### config.mk
export PLATFORM = sky130hd
export DESIGN_NAME = radix4_booth_seq_mult
export DESIGN_NICKNAME = d
export VERILOG_FILES = /design/src/rtl/radix4_booth_seq_mult.sv
export SDC_FILE = /design/constraint.sdc
export NUM_CORES = 1
export LEC_CHECK = 0
export CAP_MARGIN = 20
export CORE_MARGIN = 4
export CORE_UTILIZATION = 35
export DETAILED_ROUTE_END_ITERATION = 8
export GPL_TIMING_DRIVEN = 0
export PLACE_DENSITY_LB_ADDON = 0.15
export RECOVER_POWER = 50
export SYNTH_ARGS = -nofsm -noshare
export SYNTH_HDL_FRONTEND = slang
export SYNTH_SLANG_ARGS = --single-unit
### constraint.sdc
create_clock -name clk -period 8.3 [get_ports clk]
set_clock_uncertainty 0.1 [all_clocks]
set_input_delay 1.66 -clock clk [delete_from_list [all_inputs] [get_ports clk]]
set_output_delay 1.66 -clock clk [all_outputs]
set_load 0.005 [all_outputs]
### src/rtl/radix4_booth_seq_mult.sv
// Sequential radix-4 Booth multiplier for unsigned operands, one digit per cycle.
// Exact or approximate (low-column truncated partial products) mode per operand pair.
//
// Ports:
//   clk, rst_n            clock, async active-low reset
//   in_valid/in_ready     operand handshake (a, b, mode sampled on accept)
//   out_valid/out_ready   product handshake (p, p_mode held until taken)
//   busy                  high while a product is being computed or waiting
`timescale 1ns/1ps
module radix4_booth_seq_mult #(
    parameter int WIDTH       = 32,
    parameter int APPROX_COLS = 16
) (
    input  logic                 clk,
    input  logic                 rst_n,
    input  logic                 in_valid,
    output logic                 in_ready,
    input  logic                 mode,
    input  logic [WIDTH-1:0]     a,
    input  logic [WIDTH-1:0]     b,
    output logic                 out_valid,
    input  logic                 out_ready,
    output logic [2*WIDTH-1:0]   p,
    output logic                 p_mode,
    output logic                 busy
);
    localparam int AW = 2*WIDTH + 2;
    localparam int BW = WIDTH + 3;
    localparam int ND = WIDTH/2 + 1;
    localparam int CW = $clog2(ND);
    localparam logic [CW-1:0] LAST = CW'(ND - 1);
    localparam logic [AW-1:0] APPROX_MASK =
        ~((AW'(1) << APPROX_COLS) - AW'(1));

    typedef enum logic [1:0] {
        S_IDLE,
        S_RUN,
        S_DONE
    } state_e;

    state_e               state_q, state_d;
    logic [AW-1:0]        mcand_q, mcand_d;
    logic [BW-1:0]        mplier_q, mplier_d;
    logic                 mode_q, mode_d;
    logic [AW-1:0]        acc_q, acc_d;
    logic [CW-1:0]        cnt_q, cnt_d;
    logic [2*WIDTH-1:0]   p_q, p_d;
    logic                 p_mode_q, p_mode_d;

    logic [AW-1:0]        pp;
    logic [AW-1:0]        pp_m;
    logic [AW-1:0]        acc_sum;

    always_comb begin
        state_d  = state_q;
        mcand_d  = mcand_q;
        mplier_d = mplier_q;
        mode_d   = mode_q;
        acc_d    = acc_q;
        cnt_d    = cnt_q;
        p_d      = p_q;
        p_mode_d = p_mode_q;

        // mplier_q[2:0] = {b[2i+1], b[2i], b[2i-1]}; mcand_q = a * 4^i
        unique case (mplier_q[2:0])
            3'b001, 3'b010: pp = mcand_q;
            3'b011:         pp = mcand_q << 1;
            3'b100:         pp = -(mcand_q << 1);
            3'b101, 3'b110: pp = -mcand_q;
            default:        pp = '0;
        endcase

        pp_m    = mode_q ? (pp & APPROX_MASK) : pp;
        acc_sum = acc_q + pp_m;

        unique case (state_q)
            S_IDLE: begin
                if (in_valid) begin
                    mcand_d  = {{(AW-WIDTH){1'b0}}, a};
                    // zero-extended by two bits, with b[-1] = 0 appended
                    mplier_d = {2'b00, b, 1'b0};
                    mode_d   = mode;
                    acc_d    = '0;
                    cnt_d    = '0;
                    state_d  = S_RUN;
                end
            end
            S_RUN: begin
                acc_d    = acc_sum;
                mcand_d  = mcand_q << 2;
                mplier_d = mplier_q >> 2;
                if (cnt_q == LAST) begin
                    p_d      = acc_sum[2*WIDTH-1:0];
                    p_mode_d = mode_q;
                    state_d  = S_DONE;
                end else begin
                    cnt_d = cnt_q + CW'(1);
                end
            end
            S_DONE: begin
                if (out_ready) begin
                    state_d = S_IDLE;
                end
            end
            default: state_d = S_IDLE;
        endcase
    end

    always_ff @(posedge clk or negedge rst_n) begin
        if (!rst_n) begin
            state_q  <= S_IDLE;
            mcand_q  <= '0;
            mplier_q <= '0;
            mode_q   <= 1'b0;
            acc_q    <= '0;
            cnt_q    <= '0;
            p_q      <= '0;
            p_mode_q <= 1'b0;
        end else begin
            state_q  <= state_d;
            mcand_q  <= mcand_d;
            mplier_q <= mplier_d;
            mode_q   <= mode_d;
            acc_q    <= acc_d;
            cnt_q    <= cnt_d;
            p_q      <= p_d;
            p_mode_q <= p_mode_d;
        end
    end

    assign in_ready  = (state_q == S_IDLE);
    assign out_valid = (state_q == S_DONE);
    assign busy      = (state_q != S_IDLE);
    assign p         = p_q;
    assign p_mode    = p_mode_q;

endmodule
**Word-level counts from Yosys, hierarchy flattened**

Cells that the tools add are included.

- Flip-flop bits (word level): 240
- Bits of input ports: 69
- Output and inout bits: 68
- Logic and storage cells: 50

- Add/sub/neg operators: 4
- Eq/ne operators: 13
- Muxes and demuxes: 15
- Reductions and logical operators: 10

Operators with widths:

| operator | count |
|---|---|
| 66-bit case mux with 2 select lines | 2 |
| 66-bit case mux with 4 select lines | 1 |
| 66-bit 2-to-1 mux | 2 |
| 66-bit negator | 2 |
| 35-bit case mux with 2 select lines | 1 |
| 66-bit adder | 1 |
| 35-bit 2-to-1 mux | 1 |
| 16-bit 2-to-1 mux | 1 |
| 5-bit 2-to-1 mux | 2 |
| 5-bit case mux with 2 select lines | 1 |
| 3-bit == test, second input constant | 3 |
| 3-bit by 2-bit == test with 1-bit output, second input constant | 2 |
| 2-bit 2-to-1 mux | 3 |
| 2-bit != test, second input constant | 3 |
| 2-bit case mux with 3 select lines | 1 |
| 2-bit AND reduction | 3 |
| 3-bit AND reduction | 2 |
| 5-bit by 1-bit adder with 5-bit output, second input constant | 1 |
| 5-bit == test, second input constant | 1 |
| 2-bit nonzero test | 2 |
| 2-bit OR reduction | 2 |
| 3-bit by 1-bit == test with 1-bit output, second input constant | 1 |
| 2-bit by 1-bit == test with 1-bit output, second input constant | 1 |
| 2-bit == test, second input constant | 1 |
| 2 further kinds | 2 |

**Logic depth before layout (Yosys ltp)**

Gate-level depths: netlist (run 1).

- Depth after elaboration: 6
- Depth in mapped cells: 23

**Least setup slack after synthesis (run 1)**

OpenSTA, ideal clock, no wires.

- Kind: reg-to-reg
- From: register mcand_q[11]
- To: register p_q[62], in the netlist p[62]
- Library setup time: 0.125 ns
- Data arrival time: 5.109 ns
- Required time: 8.075 ns
- Slack: 2.966 ns
- Stages on the path, launching flop included: 21
- Buffers on the path: 2
- Period minus slack after synthesis: 5.334 ns
- Cell sequence: dfrtp_1 > buf_6 > or4_4 > or4_4 > nor3_2 > nand2_1 > or4_1 > nand2_1 > xor2_1 > o221ai_1 > ha_1 > clkbuf_1 > nand2_1 > or2_2 > nor4_1 > nand2_1 > a211oi_1 > nor3_1 > o31a_1 > xnor2_1 > mux2_2

- Word-level cells in the longest chain between the ends: 4
- Elaborated cells on any way between the ends: 5
- Those cells by class: add/sub (3); mux (2)

Ends and longest elaborated chain:

| what | RTL line | source |
|---|---|---|
| from (decl) | 42 | `logic [AW-1:0] mcand_q, mcand_d;` |
| from (signal assigned) | 121 | `mcand_q <= mcand_d;` |
| 66-bit negator, on equally long branches | 69, 68 |  |
| 66-bit case mux with 4 select lines (*) | 65 | `unique case (mplier_q[2:0])` |
| 16-bit 2-to-1 mux | 73 | `pp_m = mode_q ? (pp & APPROX_MASK) : pp;` |
| 66-bit adder (*) | 74 | `acc_sum = acc_q + pp_m;` |
| to (signal assigned) | 126 | `p_q <= p_d;` |
| to (decl) | 47 | `logic [2*WIDTH-1:0] p_q, p_d;` |

Mark *: on every way between the ends. The rest lies on a longest branch, timed or not.
A chain may end at the register's enable or synchronous reset.

**Final worst setup path (run 1)**

- From: register mcand_q[15]
- To: register p_q[45], in the netlist p[45]

- Word-level cells in the longest chain between the ends: 4
- Elaborated cells on any way between the ends: 5
- Those cells by class: add/sub (3); mux (2)

Ends and longest elaborated chain:

| what | RTL line | source |
|---|---|---|
| 66-bit negator | 69 | `3'b101, 3'b110: pp = -mcand_q;` |
| 66-bit case mux with 4 select lines (*) | 65 |  |
| 16-bit 2-to-1 mux | 73 |  |
| 66-bit adder (*) | 74 |  |

Marks and branches as above.

==> summary.txt, run 1 <==
CP top delay family -> simple AND/OR/NAND/NOR gates
Worst Path Max Fanout -> 10
Hold Crit Class -> reg -> reg
Post-route DRC -> 0
gr ovfl total -> 0
post-synth net total -> 2174
crit path kind -> reg -> reg
Max Clk Rate -> 145 MHz
Clock transition at path regs -> 0.06 ns
dpl ws -> 1.50 ns
Netlist Area Pre-Place -> 16800 um2
CP Capture Type -> flip-flop
DR vias/cell -> 5.73
clk buf depth -> 3
Final TNS setup -> 0 ns
first-pass GRT wire length -> 96.5 mm
Post-DP HPWL -> 48.1 mm
worst-margin pin slew -> 1.18 ns
post-CTS sizing -> 0
Syn. warnings -> 0
Nets -> 2347
post-synthesis area per instance -> 8.24 um2
register area share after synthesis -> 0.349
# setup viols final -> 0
commonest non-fill, non-tap cell in the layout -> nand2_1
Wirelength per Cell -> 22.4 um
final worst path period share -> 0.832
via count -> 16283
row count -> 79
Port Buffers -> 136
Seq cells post-synth -> 234
Max Cap Violations -> 0
status -> finished clean
Buf/Inv on CP -> 2
largest net degree at the start of global routing -> 118
CTS root buf -> clkbuf_16
die area -> 51500 um2
min Tclk post-route -> 6.91 ns
I/O Pins -> 137
vias in the first global route -> 15789
Die Span Y -> 227 um
antenna violations before repair -> 1
Critical Path Most Common Cell -> or3_1
number of synthesized flops with an enable pin -> 0
Critical Path Source Type -> flip-flop
post-synthesis cell type count -> 74
clock sink total -> 234
Syn Inst Count -> 2038
DR pass1 iterations -> 6
Num CTS Buffers -> 29
Synth Flop Type -> dfrtp_1
ys async rst share -> 1.00
starting density of the core -> 0.358
CTS hold repair buffers -> 0
post-route setup slack -> 1.39 ns
CTS tree -> done
commonest non-fill, non-tap cells in the layout -> 334 x nand2_1, 234 x dfrtp_1, 204 x o21ai_0
Final ANT Viol Nets -> 0
total track usage -> 0.241
Slowest-stage cell, CP -> or4_1
area grow syn2layout -> 18.6%
Fillers -> 4716
gpl congestion -> 0.935
proportion of layout cells with a drive suffix above 1 -> 0.0448
Max H-tree Level -> 1
worst-path cell chain -> or4_1 > nor4_4 > nand2_1 > or3_1 > or3_1 > nand2_1 > xor2_1 > o21ai_0 > ha_1 > clkbuf_1 > nand3_1 > or3_1 > a311oi_1 > o2111ai_1 > a21oi_1 > nand2b_1 > clkbuf_1 > xor2_1 > mux2_2
die width -> 227 um
slowest stage delay, CP -> 0.68 ns
Post-CTS Setup Inserts -> 0
Iter 0 DRT Violations -> 1451
Final Hold Vio Count -> 0
Core Box Area -> 47000 um2
Clock Latency Late Sink -> 0.60 ns
fin. max-slew vios -> 0
CP Data Arrival Time -> 7.28 ns
Critical Path RT -> 8.68 ns
relative slew slack -> 0.215
RSZ-0062 raised after global routing -> false
routed wire length -> 63.6 mm
## layout make-up
type | count | area, um2 | area share
buffer | 174 | 682 | 0.0342
timing repair buffer | 142 | 1450 | 0.0728
clock inverter | 14 | 126 | 0.00635
clock buffer | 36 | 782 | 0.0393
antenna | 3 | 7.51 | 0.000377
multi-input combinational | 1602 | 10100 | 0.509
inverter | 28 | 105 | 0.00528
sequential | 234 | 5860 | 0.294
tap | 607 | 759 | 0.0381
## cell usage after synthesis (8+ instances only)
| cell | instances | area share |
|---|---|---|
| mux2i_1 | 66 | 0.039 |
| mux2_2 | 16 | 0.011 |
| o31ai_1 | 9 | 0.0040 |
| nand2b_1 | 17 | 0.0063 |
| inv_1 | 28 | 0.0063 |
| ha_1 | 66 | 0.049 |
| or2_2 | 10 | 0.0037 |
| a21oi_1 | 106 | 0.032 |
| clkbuf_1 | 153 | 0.034 |
| buf_1 | 13 | 0.0029 |
| a31oi_1 | 10 | 0.0037 |
| a22oi_1 | 29 | 0.013 |
| dfrtp_1 | 234 | 0.35 |
| or4_1 | 18 | 0.0080 |
| nor2b_1 | 8 | 0.0030 |
| o21bai_1 | 14 | 0.0063 |
| a22o_1 | 80 | 0.042 |
| o21ai_0 | 204 | 0.061 |
| nor4_1 | 12 | 0.0045 |
| a221o_1 | 8 | 0.0048 |
| nand3_1 | 19 | 0.0057 |
| o221ai_1 | 10 | 0.0052 |
| xor2_1 | 55 | 0.029 |
| and2_1 | 8 | 0.0030 |
| a221oi_1 | 18 | 0.0094 |
| a211oi_1 | 9 | 0.0040 |
| nor3_1 | 37 | 0.011 |
| xnor2_1 | 67 | 0.035 |
| nand4_1 | 38 | 0.014 |
| o21a_1 | 15 | 0.0067 |
| nand2_1 | 334 | 0.075 |
| a21o_1 | 38 | 0.017 |
| o211ai_1 | 11 | 0.0049 |
| nor2_1 | 142 | 0.032 |
| or3_1 | 43 | 0.016 |
## state kept, by name, indices dropped and copies added, names as in the netlist
| register | flops |
|---|---|
| acc_q | 64 |
| mcand_q | 64 |
| p | 64 |
| mplier_q | 33 |
| cnt_q | 5 |
| state_q | 2 |
| mode_q | 1 |
| p_mode | 1 |
## layer usage
metal	share of wire	GRT usage	up-vias
met1	0.45	0.342	7924
li1	-	-	7723
met5	0.00046	0	-
met4	0.027	0.0613	4
met2	0.46	0.391	540
met3	0.065	0.0338	92
## metrics by stage
stage | hold WS, ns | instances | cell area, um2 | utilization
5_1_grt | 0.393 | 2837 | 19900 | 0.424
6_report | 0.372 | 2840 | 19900 | 0.424
3_3_place_gp | 0.361 | 2781 | 18900 | 0.403
3_5_place_dp | 0.363 | 2787 | 19000 | 0.405
2_1_floorplan | 0.350 | 2038 | 16800 | -
4_1_cts | 0.378 | 2837 | 19900 | 0.424
## worst min-delay path, stage by stage, from the launching register on
cell and delay (ns):
dfrtp_1 0.34, nand2_1 0.05, nand2_1 0.05
## worst paths after layout
check	end	cells past startpoint	startpoint	slack, ns
max	p[45]	19	mcand_q[15]	1.39
min	p[33]	2	p[33]	0.37
max reg2reg	p[45]	19	mcand_q[15]	1.39
min reg2reg	p[33]	2	p[33]	0.37
max in group asynchronous	p[51]	2	rst_n	6.02
min in group asynchronous	acc_q[8]	1	rst_n	1.03
## cell families after synthesis
kind of cell    synth area share
simple gates               0.197
fa+ha+maj                 0.0504
mux                       0.0501
compound gates             0.243
buf+inv                   0.0469
flops                      0.349
xor+xnor                  0.0636
Power of run 1 is left out: the tool's default activity adds up to more than one toggle a clock period on the data nets, which glitch-free logic cannot reach.
==> run 2, diff against run 1 <==
Clock period 8.3 ns to 6.6 ns, I/O delays scaled along.
==> run 2 against run 1 <==
Net effect:
- critical path depth is 1 lower
- hold slack barely moved
- via count barely moved
- the run now ends with max-capacitance violations, max-slew violations left
- maximum frequency up 8.6%
- highest routed layer unchanged
- core utilization rose by 0.064 points
==> summary.txt, run 2 (synthesis gave the netlist of run 1 again) <==
final worst path period share -> 0.963 (+0.131)
slowest stage delay, CP -> 0.75 ns (+0.07 ns)
CP top delay family -> compound AO/OA/AOI/OAI gates
first-pass GRT wire length -> 96.6 mm (+0.11%)
Post-DP Area -> 19000 um2 (unchanged)
Final Hold Vio Count -> 0 (unchanged)
starting density of the core -> 0.358 (unchanged)
Worst Path Max Fanout -> 10 (unchanged)
Core Box Area -> 47000 um2 (unchanged)
CTS root buf -> clkbuf_16
failing checks -> max-capacitance violations, max-slew violations
Critical Path Most Common Cell -> clkbuf_1
status -> complete, but fails checks
DR vias/cell -> 5.73 (about the same)
Post-route DRC -> 0 (unchanged)
Reg2Reg Launch Point -> mplier_q[1]
Fillers -> 4721 (+0.11%)
Slowest-stage cell, CP -> clkbuf_1
proportion of layout cells with a drive suffix above 1 -> 0.0506 (+0.00578)
commonest non-fill, non-tap cell in the layout -> nand2_1
Post-DP HPWL -> 48.1 mm (unchanged)
crit path from -> mplier_q[1]
Clock Latency Late Sink -> 0.60 ns (about the same)
CP Capture Type -> flip-flop
Buf/Inv on CP -> 4 (+2)
area of the multi-input gates -> 10200 um2 (+0.38%)
gpl congestion -> 0.935 (unchanged)
worst-margin pin slew -> 2.99 ns (+1.81 ns)
CTS tree -> done
I/O Pins -> 137 (unchanged)
die width -> 227 um (unchanged)
area grow syn2layout -> 18.8%
Clock transition at path regs -> 0.06 ns (about the same)
routed wire length -> 63.7 mm (+0.18%)
Hold Crit Class -> reg -> reg
Final ANT Viol Nets -> 0 (unchanged)
hold_sp -> p[33]
Wirelength per Cell -> 22.4 um (+0.15%)
Die Span Y -> 227 um (unchanged)
die area -> 51500 um2 (unchanged)
Iter 0 DRT Violations -> 1385 (-4.5%)
CP Data Arrival Time -> 6.73 ns (-0.55 ns)
gr ovfl total -> 0 (unchanged)
vias in the first global route -> 15806 (+0.11%)
row count -> 79 (unchanged)
Critical Path RT -> 6.98 ns (-1.70 ns)
RSZ-0062 raised after global routing -> false
register area -> 5860 um2 (unchanged)
Nets -> 2349 (+0.085%)
crit path kind -> reg -> reg
busiest metal layer after global routing -> met2
commonest non-fill, non-tap cells in the layout -> 334 x nand2_1, 234 x dfrtp_1, 204 x o21ai_0
clock sink total -> 234 (unchanged)
fin. max-slew vios -> 228 (+228)
relative slew slack -> -0.992 (-1.21)
final instance area -> 19900 um2 (+0.15%)
Critical Path Source Type -> flip-flop
Port Buffers -> 136 (unchanged)
Num CTS Buffers -> 29 (unchanged)
Max Clk Rate -> 157 MHz (+8.6%)
met3 usage -> 0.0330 (-0.000774)
met2 Track Usage GR -> 0.391 (-0.000581)
min Tclk post-route -> 6.36 ns (-0.550 ns)
Max H-tree Level -> 1 (unchanged)
clk buf depth -> 3 (unchanged)
via count -> 16292 (+0.055%)
Max Cap Violations -> 2 (+2)
Final TNS setup -> 0 ns (unchanged)
total track usage -> 0.241 (about the same)
worst-path cell chain -> clkbuf_1 > or2_2 > clkbuf_1 > nor2_1 > clkbuf_1 > nand2_1 > a21oi_1 > ha_1 > o21a_1 > a21oi_1 > o211ai_1 > o21ai_0 > a211oi_2 > nor3_1 > o21ai_0 > xor2_1 > buf_4 > mux2_2
dpl ws -> -0.203 ns (-1.70 ns)
DR pass1 iterations -> 6 (unchanged)
grt met1 use -> 0.343 (+0.000730)
# setup viols final -> 0 (unchanged)
largest net degree at the start of global routing -> 118 (unchanged)
post-route setup slack -> 0.244 ns (-1.15 ns)
antenna violations before repair -> 1 (unchanged)
## run 2: changes by cell type in the layout (fill, tap and decap cells not counted), moves of 2 or more
cell,before,now
clkbuf_1,160,153
buf_4,0,5
clkbuf_2,0,3
buf_1,12,14
buf_16,2,0
## run 2: layout make-up
cell class | instances | share of cell area
Multi-Input combinational cell | 1602 | 0.511
Tap cell | 607 | 0.0381
Inverter | 28 | 0.00527
Timing Repair Buffer | 147 | 0.0729
Clock buffer | 36 | 0.0392
Antenna cell | 2 | 0.000251
Sequential cell | 234 | 0.294
Buffer | 171 | 0.0337
Clock inverter | 14 | 0.00634
## run 2: repair_timing
item,4_1_cts,5_1_grt
hold buffers,0,0
endpoints found under the setup margin,9,16
buffers inserted,0,5
pin swaps,0,2
resized for setup,3,7
## run 2: worst paths after layout
kind,slack [ns],cells past startpoint,end
min in group asynchronous,0.58,1,acc_q[8]
max in group asynchronous,2.56,2,p[41]
setup reg to reg,0.24,18,p[58]
hold / removal,0.37,2,p[33]
hold reg to reg,0.37,2,p[33]
setup / recovery,0.24,18,p[58]
## run 2: per-layer routing
metal / wire, um / vias up
li1: - / 7718
met1: 28800 / 7912
met2: 29100 / 564
met3: 3880 / 94
met4: 1860 / 4
met5: 29 / -
## run 2: worst min-delay path: cells and delay by family, from the launching register on
family           cells  cell delay, ns
DFF                  1            0.34
and+or+nand+nor      2            0.10
## run 2: per-stage QoR
step,hold slack [ns],utilization,std cells
CTS,0.378,0.425,2836
global route,0.393,0.425,2839
finish,0.372,0.425,2841
floorplan,0.350,-,2038
global placement,0.361,0.403,2781
detailed placement,0.363,0.405,2787
Power of run 2 is left out for the same reason.
